File: config.mk
export PLATFORM = sky130hd
export DESIGN_NAME = mc_eject_buf
export DESIGN_NICKNAME = d
export VERILOG_FILES = /design/src/rtl/mc_eject_buf.sv
export SDC_FILE = /design/constraint.sdc
export NUM_CORES = 2
export LEC_CHECK = 0
export BUFFER_PORTS_ARGS = -buffer_cell sky130_fd_sc_hd__buf_2
export CAP_MARGIN = 20
export CORE_ASPECT_RATIO = 0.6
export CORE_MARGIN = 5
export CORE_UTILIZATION = 40
export DETAILED_ROUTE_END_ITERATION = 16
export PLACE_DENSITY = 0.68
export SLEW_MARGIN = 5
export SYNTH_ARGS = -nofsm -noshare
export SYNTH_HDL_FRONTEND = slang
export SYNTH_HIERARCHICAL = 1
export SYNTH_SLANG_ARGS = --single-unit
File: constraint.sdc
create_clock -name clk -period 15.9 [get_ports clk]
set_input_delay 2.385 -clock clk [delete_from_list [all_inputs] [get_ports clk]]
set_output_delay 2.385 -clock clk [all_outputs]
set_load 0.02 [all_outputs]
File: src/rtl/mc_eject_buf.sv
// mc_eject_buf: local ejection FIFO for the multicast bufferless router.
// Each cycle it accepts up to NUM_IN eject requests, lowest lane first,
// limited by the free slots implied by the registered count. It drains one
// entry per cycle to the PE over valid/ready. Refused lanes stay in the
// network as deflected flits, so this block never stalls the router.

// Per-lane grant and slot select. A lane is granted when the requests ahead
// of it have not already used up the free slots. Because grants are
// contiguous in request order, the request prefix count is also the write
// offset of this lane.
module mc_eject_lane #(
    parameter int CNT_W = 4,
    parameter int PTR_W = 3
) (
    input  logic             req,
    input  logic             blocked,
    input  logic [CNT_W-1:0] pre_cnt,
    input  logic [CNT_W-1:0] free,
    input  logic [PTR_W-1:0] wr_ptr,
    output logic             grant,
    output logic [PTR_W-1:0] slot
);

    // Grant and slot are pure combinational functions of the lane inputs.
    always_comb begin
        grant = req && !blocked && (pre_cnt < free);
        slot  = wr_ptr + PTR_W'(pre_cnt);
    end

endmodule

module mc_eject_buf #(
    parameter int NUM_IN = 4,
    parameter int FLIT_W = 128,
    parameter int DEPTH  = 8,
    parameter int PTR_W  = 3
) (
    input  logic                     clk,
    input  logic                     reset,
    input  logic [NUM_IN-1:0]        ejReq,
    input  logic [NUM_IN*FLIT_W-1:0] ejFlit,
    output logic [NUM_IN-1:0]        ejGrant,
    output logic                     peValid,
    output logic [FLIT_W-1:0]        peFlit,
    input  logic                     peReady,
    output logic [PTR_W:0]           occupancy
);

    localparam int CNT_W = PTR_W + 1;

    logic [FLIT_W-1:0]             mem [DEPTH];
    logic [PTR_W-1:0]              wr_ptr;
    logic [PTR_W-1:0]              rd_ptr;
    logic [CNT_W-1:0]              count;
    logic [CNT_W-1:0]              free;
    logic [NUM_IN-1:0][CNT_W-1:0]  pre;
    logic [NUM_IN-1:0][PTR_W-1:0]  slot;
    logic [CNT_W-1:0]              n_grant;
    logic                          pop;

    // Free slots come from the registered count only, so a pop in the same
    // cycle never creates room and peReady stays out of the grant path.
    always_comb begin
        free = CNT_W'(DEPTH) - count;
    end

    // Exclusive prefix count of requests: number of requesting lanes below i.
    always_comb begin
        logic [CNT_W-1:0] acc;
        acc = '0;
        for (int i = 0; i < NUM_IN; i++) begin
            pre[i] = acc;
            acc    = acc + CNT_W'(ejReq[i]);
        end
    end

    genvar g;
    generate
        for (g = 0; g < NUM_IN; g++) begin : g_lane
            mc_eject_lane #(
                .CNT_W (CNT_W),
                .PTR_W (PTR_W)
            ) u_lane (
                .req     (ejReq[g]),
                .blocked (reset),
                .pre_cnt (pre[g]),
                .free    (free),
                .wr_ptr  (wr_ptr),
                .grant   (ejGrant[g]),
                .slot    (slot[g])
            );
        end
    endgenerate

    // Number of lanes accepted this cycle.
    always_comb begin
        n_grant = '0;
        for (int i = 0; i < NUM_IN; i++) begin
            n_grant = n_grant + CNT_W'(ejGrant[i]);
        end
    end

    // Read side: head entry is exposed only when something is queued.
    always_comb begin
        peValid   = (count != '0);
        peFlit    = peValid ? mem[rd_ptr] : '0;
        pop       = peValid && peReady;
        occupancy = count;
    end

    // Flit storage; granted lanes hit distinct consecutive slots, so the
    // writes never collide. Contents are not reset, only the pointers.
    always_ff @(posedge clk) begin
        for (int i = 0; i < NUM_IN; i++) begin
            if (ejGrant[i]) begin
                mem[slot[i]] <= ejFlit[i*FLIT_W +: FLIT_W];
            end
        end
    end

    // Pointer and count update; reset discards every queued entry.
    always_ff @(posedge clk or posedge reset) begin
        if (reset) begin
            wr_ptr <= '0;
            rd_ptr <= '0;
            count  <= '0;
        end else begin
            wr_ptr <= wr_ptr + PTR_W'(n_grant);
            rd_ptr <= rd_ptr + PTR_W'(pop);
            count  <= count + n_grant - CNT_W'(pop);
        end
    end

endmodule

Yosys cells after proc, flatten, opt, wreduce, memory -nomap -nowiden:

Memory sizes are Yosys's and may differ from the RTL's.
Index checks and enable logic that the tools add are counted.

* register bits after elaboration: 10
* logic and storage cells: 41
* memories: 1
* output and inout port bits: 137
* memory bits (writable): 1024
* input bits: 519

* multiplexer cells: 9
* reduce and logical (&&, ||, !) cells: 11
* add/subtract/negate cells: 13
* $lt $le $gt $ge: 4

Memory list
* mem: depth 8, width 128, rd ports 1, clocked after memory_dff 0, wr ports 4, RTL line 51 `logic [FLIT_W-1:0] mem [DEPTH];`

Operator list (count)
* $mux W128: 1
* $logic_and A1 B1 Y1: 9
* $mux W1: 8
* $add A2 B1 Y3: 2
* $add A3 B1 Y3: 2
* $add A3 B3 Y3: 2
* $add A1 B1 Y2: 2
* $add A3 B1 Y4: 1
* $add A4 B4 Y4: 1
* $lt A1 B4 Y1: 1
* $lt A1 B4 Y1 const A: 1
* $lt A2 B4 Y1: 1
* $lt A3 B4 Y1: 1
* $reduce_bool A4 Y1: 1
* $sub A4 B1 Y4: 1
* $sub A4 B4 Y4 const A: 1
* $add A3 B2 Y3: 1
* $logic_not A1 Y1: 1

Depth between registers and ports, before layout:

* depth after elaboration: 8
* gate-level depth with buffers: 17
* depth with buffers taken out: 17

Hierarchy:

The synthesis kept the hierarchy.

By module, submodules not included
* mc_eject_buf: area each 71826.4 um^2, cells each 6796, times used 1
* mc_eject_lane: area each 145.1 um^2, cells each 18, times used 4

Worst setup path after synthesis:

Ideal clock, no wire load.

* path type: input -> register
* start: in ejReq[0]
* end: mem mem[6][0] (enable)
* stages on the path: 12
* arrival time: 7691 ps
* buffers on the path: 3
* setup slack: 6774 ps
* path through: ha_1 > ha_1 > ha_1 > ha_1 > o2111ai_1 > and3_1 > clkbuf_2 > nand4b_1 > and2_1 > clkbuf_1 > buf_1 > nand3_1

RTL lines
* start, declared: RTL line 40 `input logic [NUM_IN-1:0] ejReq,`
* end, declared: RTL line 51

==> results.json <==
{
  "hold_depth": 1,
  "maxCapViolations": 0,
  "ant_nets": 0,
  "cp.arrival_ns": 7.89,
  "synthXorXnorAreaFrac": 0.001935,
  "r2r-start": "occupancy[0]",
  "synth_fa_ha_area_frac": 0.007569,
  "ctsLongestPathBuffers": 3,
  "grt_pass1_vias": 64060,
  "overflow": 0,
  "clock_power_share": 0.187,
  "timing.rr.end": "mem[4][94]",
  "path_buf_inv": 4,
  "holdWs_ns": 0.5561,
  "ios": 656,
  "slowest_stage": "nand4bb_4",
  "cts_made_buffers": 108,
  "p_per_area_nw_per_um2": 182.4,
  "worst_setup_path_end_kind": "flop",
  "drive_above_1_share": 0.2198,
  "drt_iter0_markers": 11420,
  "drt-vias-per-instance": 7.112,
  "p_leak_nw": 28.41,
  "grt_util_all_layers": 0.3269,
  "fin_crit_ns": 7.518,
  "critPathLaunch": "ejReq[0]",
  "clock.fmax_mhz": 133.0,
  "final_area_sq_um": 78990,
  "cts_sinks": 1034,
  "maxSlewHeadroom": 0.1267,
  "firstDrtPassIters": 7,
  "clk_pin_slew_ns": 0.06,
  "multi_input_area_sq_um": 36690,
  "hold_path_class": "reg2reg",
  "grt_pass1_wl_um": 462000,
  "ys.flop_type": "edfxtp_1",
  "fin_ws_ns": 8.382,
  "rsz0062_at_grt": "false",
  "post_cts_buffers": 0,
  "avgSynthCellArea_sq_um": 10.54,
  "final.setup.tns_ns": 0,
  "post-route-period-util": 0.4729,
  "wl_um": 326300,
  "p_switching_mw": 6.222,
  "synth_warnings": 6,
  "post_cts_resized": 0,
  "preCtsSetupSlack_ns": 7.355,
  "cp_slowest_stage_delay_ns": 0.95,
  "drc_errors": 0,
  "synth_compound_area_frac": 0.1403,
  "power.share.combinational": 0.493,
  "synth_cell_types": 44,
  "yosysTopAreaCellShare": 0.4247,
  "critical_path.top_delay_family": "simple AND/OR/NAND/NOR gates",
  "htree_levels": 3,
  "netlist_area_sq_um": 72410,
  "cts-root-buf": "clkbuf_16",
  "dp_hpwl_um": 183600,
  "drv_slew": 0,
  "p_seq_frac": 0.320,
  "initial_utilization": 0.4009,
  "ys_ff_latch": 1034,
  "rows": 121,
  "startpoint_type": "primary input",
  "r2r_cells": 12,
  "grt_max_degree": 129,
  "nFillCells": 16480,
  "area_growth_pct": 9.093,
  "critPathKind": "in2reg",
  "setup_viol": 0,
  "ys_top_cells_by_area": "edfxtp_1, mux2i_1, a211oi_1",
  "vias": 65140,
  "dpl_cell_area_sq_um": 75150,
  "whs_endpoint": "rd_ptr[2]",
  "regArea_sq_um": 31010,
  "crit_chain": "buf_2 > ha_1 > ha_1 > inv_1 > fa_1 > xnor2_1 > nand4bb_4 > and2_4 > nand2_4 > buf_4 > buf_4",
  "r2r_setup_slack_ns": 9.45,
  "synth_top_family_by_area": "multiplexers",
  "min_from": "rd_ptr[2]",
  "wire_per_inst_um": 35.62,
  "postSynthCellCount": 6868,
  "antenna_found_initial": 102,
  "synthArstFlopShare": 0.009671,
  "p_int_mw": 8.184,
  "die_w_um": 559.3,
  "skew_ns": 0.02744,
  "core_area_sq_um": 180600,
  "yosys.area.top_type": "edfxtp_1",
  "place_congestion": 0.8468,
  "synth-edff-count": 1024,
  "ys_seq_area_frac": 0.4281,
  "hold_buffers": 0,
  "tritoncts": "built",
  "finalHoldViolations": 0,
  "nNetsFinal": 7156,
  "irDropWorstVdd_v": 0.0001319,
  "crit_fanout": 39,
  "worst_ep_required_time_ns": 16.28,
  "numPortBuffers": 655,
  "status": "complete, no violations",
  "p_sw_frac": 0.4319,
  "clk_latency_ns": 0.77,
  "die_area_sq_um": 189900,
  "synth-simple-area-share": 0.1316,
  "tightestPinTransition_ns": 1.310,
  "die_y_um": 339.6,
  "synth_mux_area_frac": 0.2212
}
## layout make-up
| cell class | count | share of cell area |
|---|---|---|
| multi-input combinational | 4634 | 0.4644 |
| antenna | 75 | 0.002376 |
| sequential | 1034 | 0.3925 |
| timing repair buffer | 774 | 0.05547 |
| clock buffer | 129 | 0.03575 |
| clock inverter | 70 | 0.009250 |
| tap | 2398 | 0.03798 |
| inverter | 46 | 0.002186 |
## registers in the layout (all words and copies together) (netlist names)
signal     flops
mem         1024
occupancy      4
rd_ptr         3
wr_ptr         3
## power groups by stage
stage	Clock (mW)	Sequential, mW	Combinational (mW)
6_report	2.69	4.61	7.10
5_1_grt	2.79	4.66	7.28
4_1_cts	2.69	4.60	6.87
3_5_place_dp	0	4.65	6.86
3_3_place_gp	0	4.62	6.75
2_1_floorplan	0	4.62	4.45
## per-stage QoR
| step | cells | util | power [mW] |
|---|---|---|---|
| 3_5_place_dp | 8882 | 0.4161 | 11.51 |
| 2_1_floorplan | 6883 | - | 9.073 |
| 6_report | 9160 | 0.4373 | 14.41 |
| 5_1_grt | 9128 | 0.4369 | 14.74 |
| 4_1_cts | 9081 | 0.4357 | 14.17 |
| 3_3_place_gp | 8882 | 0.4161 | 11.37 |
## layout by cell type, fill, tap and decap left out, drive strengths merged, types with 2 or more instances in the layout
cell type,netlist,final
or4bb,2,2
clkinv,0,43
ha,31,31
conb,1,16
xnor2,9,9
nor4b,2,2
nand2,4,4
buf,522,774
or4b,2,2
mux2i,1024,1024
dfrtp,10,10
or3b,4,4
a22o,128,128
nand4b,9,9
fa,8,8
o2111ai,4,4
edfxtp,1024,1024
nand4,4,4
and2,8,8
a21oi,4,4
a211oi,1028,1028
xor2,7,7
clkbuf,647,129
nor2,1026,1026
nand3,7,7
and4b,3,3
and3,4,4
bufinv,0,14
nand4bb,4,4
mux4,256,256
inv,46,50
and4bb,6,6
diode,0,75
clkinvlp,0,9
nor3,1025,1025
nor2b,5,5
## per-layer routing
| metal | share of wire | track usage | vias up |
|---|---|---|---|
| met5 | 0.00096 | 0.002250 | - |
| met4 | 0.051 | 0.1555 | 38 |
| met3 | 0.16 | 0.1318 | 1269 |
| met2 | 0.41 | 0.4608 | 6583 |
| met1 | 0.37 | 0.4360 | 31730 |
| li1 | - | - | 25520 |
## cell usage after synthesis, drive strengths merged (5+ instances only)
library cell  instances
xor2                  7
and4bb                6
mux2i              1024
clkbuf              647
and2                  8
edfxtp             1024
nor2b                 5
xnor2                 9
nor2               1026
dfrtp                10
inv                  46
nand4b                9
buf                 522
nor3               1025
nand3                 7
mux4                256
a211oi             1028
ha                   31
fa                    8
a22o                128
## cell families (layout without fill, tap and decap cells)
group,after synthesis,in the layout
AND/OR/NAND/NOR,2117,2117
other,1,91
adder cells (fa/ha/maj),39,39
flip-flops,1034,1034
AO/OA/AOI/OAI,1166,1166
multiplexers,1280,1280
buffers and inverters,1215,1019
XOR/XNOR,16,16
## worst max path at each step
stage,endpoint,slack [ns],cells after the start
global placement,mem[4][94],7.61,11
global route,mem[4][94],8.33,11
detailed placement,mem[4][94],7.35,11
floorplan,mem[6][0],6.77,12
CTS,mem[4][94],8.22,11
finish,mem[4][94],8.38,11
Power figures use the tool's default switching activity.
